## src/rtl/req_ack_chk_pkg.sv

```systemverilog
// rtl/req_ack_chk_pkg.sv - shared types for the req/ack window checker
// Contents: per-channel FSM state enum, fail cause enum, fail code width.
package req_ack_chk_pkg;

    localparam int FC_W = 2;

    typedef enum logic {
        ST_IDLE = 1'b0,
        ST_WAIT = 1'b1
    } chan_state_e;

    typedef enum logic [FC_W-1:0] {
        FC_NONE    = 2'd0,
        FC_EARLY   = 2'd1,
        FC_TIMEOUT = 2'd2,
        FC_OVERLAP = 2'd3
    } fail_code_e;

endpackage

```

## src/rtl/req_ack_chk_chan.sv

```systemverilog
// rtl/req_ack_chk_chan.sv - one channel: edge detect, window FSM, saturating stats
// Ports: clk, rst_n (sync, active low), req/ack levels, clr_stats;
//        busy (attempt pending), pass/fail one-cycle pulses, fail_code,
//        pass_cnt/fail_cnt saturating counters.
module req_ack_chk_chan
    import req_ack_chk_pkg::*;
#(
    parameter int MIN_DLY      = 2,
    parameter int MAX_DLY      = 5,
    parameter int STRICT_EARLY = 0,
    parameter int STAT_W       = 8
) (
    input  logic              clk,
    input  logic              rst_n,
    input  logic              req,
    input  logic              ack,
    input  logic              clr_stats,
    output logic              busy,
    output logic              pass,
    output logic              fail,
    output logic [FC_W-1:0]   fail_code,
    output logic [STAT_W-1:0] pass_cnt,
    output logic [STAT_W-1:0] fail_cnt
);

    localparam int DW = $clog2(MAX_DLY + 1);
    localparam logic [DW-1:0] MIN_V = DW'(MIN_DLY);
    localparam logic [DW-1:0] MAX_V = DW'(MAX_DLY);
    localparam logic [DW-1:0] ONE_V = DW'(1);

    logic              req_q, ack_q;
    chan_state_e       state_q, state_d;
    logic [DW-1:0]     dist_q, dist_d;
    logic              pass_q, pass_d;
    logic              fail_q, fail_d;
    fail_code_e        code_q, code_d;
    logic [STAT_W-1:0] pass_cnt_q, pass_cnt_d;
    logic [STAT_W-1:0] fail_cnt_q, fail_cnt_d;
    logic              req_rise, ack_rise;

    assign req_rise = req & ~req_q;
    assign ack_rise = ack & ~ack_q;

    always_comb begin
        state_d = state_q;
        dist_d  = dist_q;
        pass_d  = 1'b0;
        fail_d  = 1'b0;
        code_d  = FC_NONE;
        case (state_q)
            ST_IDLE: begin
                // an ack rise on the starting edge belongs to no attempt
                if (req_rise) begin
                    state_d = ST_WAIT;
                    dist_d  = ONE_V;
                end
            end
            ST_WAIT: begin
                if (ack_rise && dist_q >= MIN_V) begin
                    pass_d = 1'b1;
                end else if (ack_rise && STRICT_EARLY != 0) begin
                    fail_d = 1'b1;
                    code_d = FC_EARLY;
                end else if (dist_q == MAX_V) begin
                    fail_d = 1'b1;
                    code_d = FC_TIMEOUT;
                end
                if (pass_d || fail_d) begin
                    // a req rise on the deciding edge starts a fresh attempt
                    // instead of being flagged as overlap
                    state_d = req_rise ? ST_WAIT : ST_IDLE;
                    dist_d  = req_rise ? ONE_V : '0;
                end else begin
                    dist_d = dist_q + 1'b1;
                    if (req_rise) begin
                        fail_d = 1'b1;
                        code_d = FC_OVERLAP;
                    end
                end
            end
            default: begin
                state_d = ST_IDLE;
                dist_d  = '0;
            end
        endcase

        pass_cnt_d = pass_cnt_q;
        fail_cnt_d = fail_cnt_q;
        if (clr_stats) begin
            pass_cnt_d = '0;
            fail_cnt_d = '0;
        end else begin
            if (pass_d && pass_cnt_q != '1) pass_cnt_d = pass_cnt_q + 1'b1;
            if (fail_d && fail_cnt_q != '1) fail_cnt_d = fail_cnt_q + 1'b1;
        end
    end

    always_ff @(posedge clk) begin
        // edge history tracks the live levels even in reset so a level
        // already high at release is not seen as a rise
        req_q <= req;
        ack_q <= ack;
        if (!rst_n) begin
            state_q    <= ST_IDLE;
            dist_q     <= '0;
            pass_q     <= 1'b0;
            fail_q     <= 1'b0;
            code_q     <= FC_NONE;
            pass_cnt_q <= '0;
            fail_cnt_q <= '0;
        end else begin
            state_q    <= state_d;
            dist_q     <= dist_d;
            pass_q     <= pass_d;
            fail_q     <= fail_d;
            code_q     <= code_d;
            pass_cnt_q <= pass_cnt_d;
            fail_cnt_q <= fail_cnt_d;
        end
    end

    assign busy      = (state_q == ST_WAIT);
    assign pass      = pass_q;
    assign fail      = fail_q;
    assign fail_code = code_q;
    assign pass_cnt  = pass_cnt_q;
    assign fail_cnt  = fail_cnt_q;

endmodule

```

## config.mk

```make
export PLATFORM = sky130hd
export DESIGN_NAME = req_ack_chk_chan
export DESIGN_NICKNAME = d
export VERILOG_FILES = /design/src/rtl/req_ack_chk_pkg.sv /design/src/rtl/req_ack_chk_chan.sv
export SDC_FILE = /design/constraint.sdc
export NUM_CORES = 1
export LEC_CHECK = 0
export CAP_MARGIN = 25
export CORE_MARGIN = 2
export CORE_UTILIZATION = 52
export CTS_BUF_LIST = sky130_fd_sc_hd__clkbuf_8
export CTS_CLUSTER_SIZE = 20
export DETAILED_ROUTE_END_ITERATION = 8
export PLACE_DENSITY = 0.81
export SLEW_MARGIN = 20
export SYNTH_ARGS = -nofsm -noshare
export SYNTH_HDL_FRONTEND = slang
export SYNTH_SLANG_ARGS = --single-unit
```

## constraint.sdc

```tcl
create_clock -name clk -period 2.9 [get_ports clk]
set_clock_uncertainty 0.1 [all_clocks]
set_input_delay 0.58 -clock clk [delete_from_list [all_inputs] [get_ports clk]]
set_output_delay 0.58 -clock clk [all_outputs]
set_load 0.05 [all_outputs]
```

==> flow_metrics.tcl <==
set metrics [dict create \
    post-cts-setup-buffer-count 0 \
    worstPathMaxFanout 15 \
    finish.net_count 180 \
    grt_util_met1_pct 29.51 \
    finalWorstSetupSlack_ns 0.5008 \
    final_design_area_no_fill_um2 1567 \
    share_clk_of_total_power_pct 36.0 \
    critical_path_required_ns 3.00 \
    overflow_left_after_global_routing 0 \
    finalCoreUtilization_pct 70.14 \
    num_antenna_cells 0 \
    htreeDepth 1 \
    combPwrFrac_pct 7.6 \
    grt_start_max_net_pins 17 \
    p_leak_nw 0.5076 \
    netSwitchingFraction_pct 22.84 \
    cts_buffers 3 \
    detailedRoute.firstIterationViolations 10 \
    die_w_um 52.66 \
    post-route-period-util_pct 82.73 \
    critical_path_arrival_ns 2.50 \
    layout-area-overhead-vs-synth_pct 27.24 \
    timing.critical_path.to_type "flip-flop" \
    max-slew-margin-rel_pct 58.79 \
    routedWlPerCell_um 13.48 \
    yosys.cell_types.count 35 \
    power.share.sequential_pct 56.4 \
    first_global_vias 1085 \
    dieHeight_um 52.66 \
    initial_core_util_pct 55.13 \
    detailedPlacementHpwl_mm 1.965 \
    drt_pass1_iterations 6 \
    drive_gt1_share_pct 5.325 \
    worst_hold_slack_ns 0.4004 \
    type_of_element_launching_the_critical_path "flip-flop" \
    timing.hold.worst.class "flip-flop to flip-flop" \
    power_mw 0.6520 \
    critPathSlowestCell "sky130_fd_sc_hd__or4_1" \
    design.portCount 26 \
    p_switching_mw 0.1489 \
    coreArea_um2 2233 \
    worst-slew-pin-transition_ns 0.6182 \
    clock-sinks 26 \
    vias_per_cell 5.827 \
    placement_rows 17 \
    synth_seq_cells 26 \
    gp_congestion 0.7986 \
    rsz0062_at_grt "no" \
    crit_type "flip-flop to flip-flop" \
    outcome "complete, no violations" \
    internal_power_mw 0.5031 \
    hold_violations 0 \
    grt_use_met2_pct 38.75 \
    netlist_instances 143 \
    report.final.slew_viol_count 0 \
    buffer_ports.inserted 25 \
    cts_buffer_depth 2 \
    net_count_after_synthesis 153 \
    setup_viol_count_final 0 \
    leading_cell_type_in_the_layout_fill_and_taps_excluded "sky130_fd_sc_hd__dfxtp_1" \
    number_of_standard_cells_in_the_final_layout_excluding_fillers 197 \
    cell_area_after_technology_mapping_um2 1231 \
    holdBufCountCts 0 \
    timing.critical_path.slowest_cell_delay_ns 0.55 \
    cts_root_buffer "sky130_fd_sc_hd__clkbuf_8" \
    drtAntennaViolNets 0 \
    cap_violations 0 \
    synth_sequential_area_ratio_pct 42.28 \
    tritoncts_clock_tree "built" \
    grt_first_pass_wirelength_mm 4.795 \
    fmaxAchievable_mhz 416.8 \
    dieArea_um2 2773 \
    worst_setup_hold_path_clk_slew_ns 0.09 \
    drt_drc_violations_left 0 \
    dpl.cell_count 193 \
    gr-usage-met3_pct 4.571 \
    synthesis.yosys.warnings 0 \
    grt_antenna_before_repair 0 \
    clock_latency_reported_for_the_late_side_of_the_worst_skew_pair_ns 0.27 \
    final.setup.tns_ns 0 \
    mostFrequentLayoutCells "sky130_fd_sc_hd__dfxtp_1, sky130_fd_sc_hd__clkdlybuf4s50_1, sky130_fd_sc_hd__a21oi_1" \
    placed_instance_area_um2 1511 \
    wl_mm 2.656 \
    busiest_layer "met2" \
    vdd.ir_drop.worst_mv 0.3676 \
    routed-via-count 1148 \
    dp_slack_ns 0.2747 \
    period_minus_slack_ns 2.399 \
    syn_area_per_cell_um2 8.610 \
    track_usage_pct 22.91 \
    post_cts_resized 0 \
    cp_cell_sequence "inv_1 -> ha_1 -> or3_4 -> a221o_1 -> or4_1 -> a21oi_1" \
    power.density_nw_per_um2 416.2 \
]
## cells by family (layout without fill, tap and decap cells)
group	after synthesis	in the layout	synth area share [%]
simple gates	57	57	26.22
flops	26	26	42.28
mux	2	2	1.626
fa+ha+maj	5	5	5.081
buf+inv	13	39	4.064
compound gates	40	40	20.73
## path summary, 6_finish.rpt
path | from | endpoint | slack [ns] | depth (start not counted)
worst max-delay path | dist_q[0]$_SDFFE_PN0P_ | fail_cnt[7]$_SDFFE_PP0P_ | 0.50 | 6
worst max register to register | dist_q[0]$_SDFFE_PN0P_ | fail_cnt[7]$_SDFFE_PP0P_ | 0.50 | 6
worst min register to register | pass_cnt[5]$_SDFFE_PP0P_ | pass_cnt[5]$_SDFFE_PP0P_ | 0.40 | 2
worst min-delay path | pass_cnt[5]$_SDFFE_PP0P_ | pass_cnt[5]$_SDFFE_PP0P_ | 0.40 | 2
## power groups by stage
| stage | sequential [mW] | combinational, mW | clock [mW] |
|---|---|---|---|
| 2_1_floorplan | 0.382 | 0.0253 | 0 |
| 3_3_place_gp | 0.376 | 0.0476 | 0 |
| 3_5_place_dp | 0.376 | 0.0495 | 0 |
| 4_1_cts | 0.368 | 0.0498 | 0.239 |
| 5_1_grt | 0.369 | 0.0550 | 0.252 |
| 6_report | 0.368 | 0.0494 | 0.235 |
## per-layer routing
| metal | part of all wire (%) | vias to the layer above | wire length, um |
|---|---|---|---|
| met4 | 1.0 | 0 | 27 |
| met3 | 3.1 | 4 | 83 |
| met5 | 0 | - | 0 |
| met1 | 45 | 526 | 1194 |
| met2 | 51 | 21 | 1350 |
| li1 | - | 597 | - |
## synth_stat cells
cell	instances	area share (%)
sky130_fd_sc_hd__dfxtp_1	26	42
sky130_fd_sc_hd__a21oi_1	14	5.7
sky130_fd_sc_hd__inv_1	8	2.4
sky130_fd_sc_hd__nand2_1	8	2.4
sky130_fd_sc_hd__nand3_1	8	3.3
sky130_fd_sc_hd__o21ai_0	8	3.3
sky130_fd_sc_hd__nor3_1	7	2.8
sky130_fd_sc_hd__nor2_1	6	1.8
sky130_fd_sc_hd__o31ai_1	6	3.7
sky130_fd_sc_hd__ha_1	5	5.1
sky130_fd_sc_hd__or4_1	5	3.0
sky130_fd_sc_hd__clkbuf_1	4	1.2
sky130_fd_sc_hd__nand4_1	4	2.0
sky130_fd_sc_hd__and4_1	3	2.1
sky130_fd_sc_hd__nand2b_1	3	1.5
sky130_fd_sc_hd__or3_1	3	1.5
sky130_fd_sc_hd__and2_1	2	1.0
sky130_fd_sc_hd__mux2i_1	2	1.6
sky130_fd_sc_hd__nor4_1	2	1.0
sky130_fd_sc_hd__o211ai_1	2	1.2
sky130_fd_sc_hd__o311ai_0	2	1.4
sky130_fd_sc_hd__or2_2	2	1.0
sky130_fd_sc_hd__a21o_1	1	0.61
sky130_fd_sc_hd__a221o_1	1	0.81
sky130_fd_sc_hd__a221oi_1	1	0.71
sky130_fd_sc_hd__a31oi_1	1	0.51
sky130_fd_sc_hd__a41oi_1	1	0.71
sky130_fd_sc_hd__and3_1	1	0.51
sky130_fd_sc_hd__buf_2	1	0.41
sky130_fd_sc_hd__nand3b_1	1	0.61
sky130_fd_sc_hd__nor2b_1	1	0.51
sky130_fd_sc_hd__o2111ai_1	1	0.71
sky130_fd_sc_hd__o31a_1	1	0.71
sky130_fd_sc_hd__o41ai_1	1	0.71
sky130_fd_sc_hd__or3_4	1	0.91
## flip-flops by register name, indices dropped and copies added, names as in the netlist
name,flops
fail_code,2
busy,1
req_q,1
fail_cnt,8
pass,1
fail,1
pass_cnt,8
dist_q,3
ack_q,1
## layout make-up
class	count	area, um2
Clock buffer	4	55.05
Tap cell	28	35.03
Timing Repair Buffer	27	265.3
Multi-Input combinational cell	104	660.6
Sequential cell	26	520.5
Fill cell	192	666.9
Inverter	8	30.03
## worst max-delay path: cells and delay by family, from the launching register on
kind,cells,cell delay (ns)
compound gates,2,0.63
fa+ha+maj,1,0.23
buf+inv,1,0.08
flops,1,0.39
simple gates,2,0.89
Note: power is estimated with default switching activity, not from simulation.
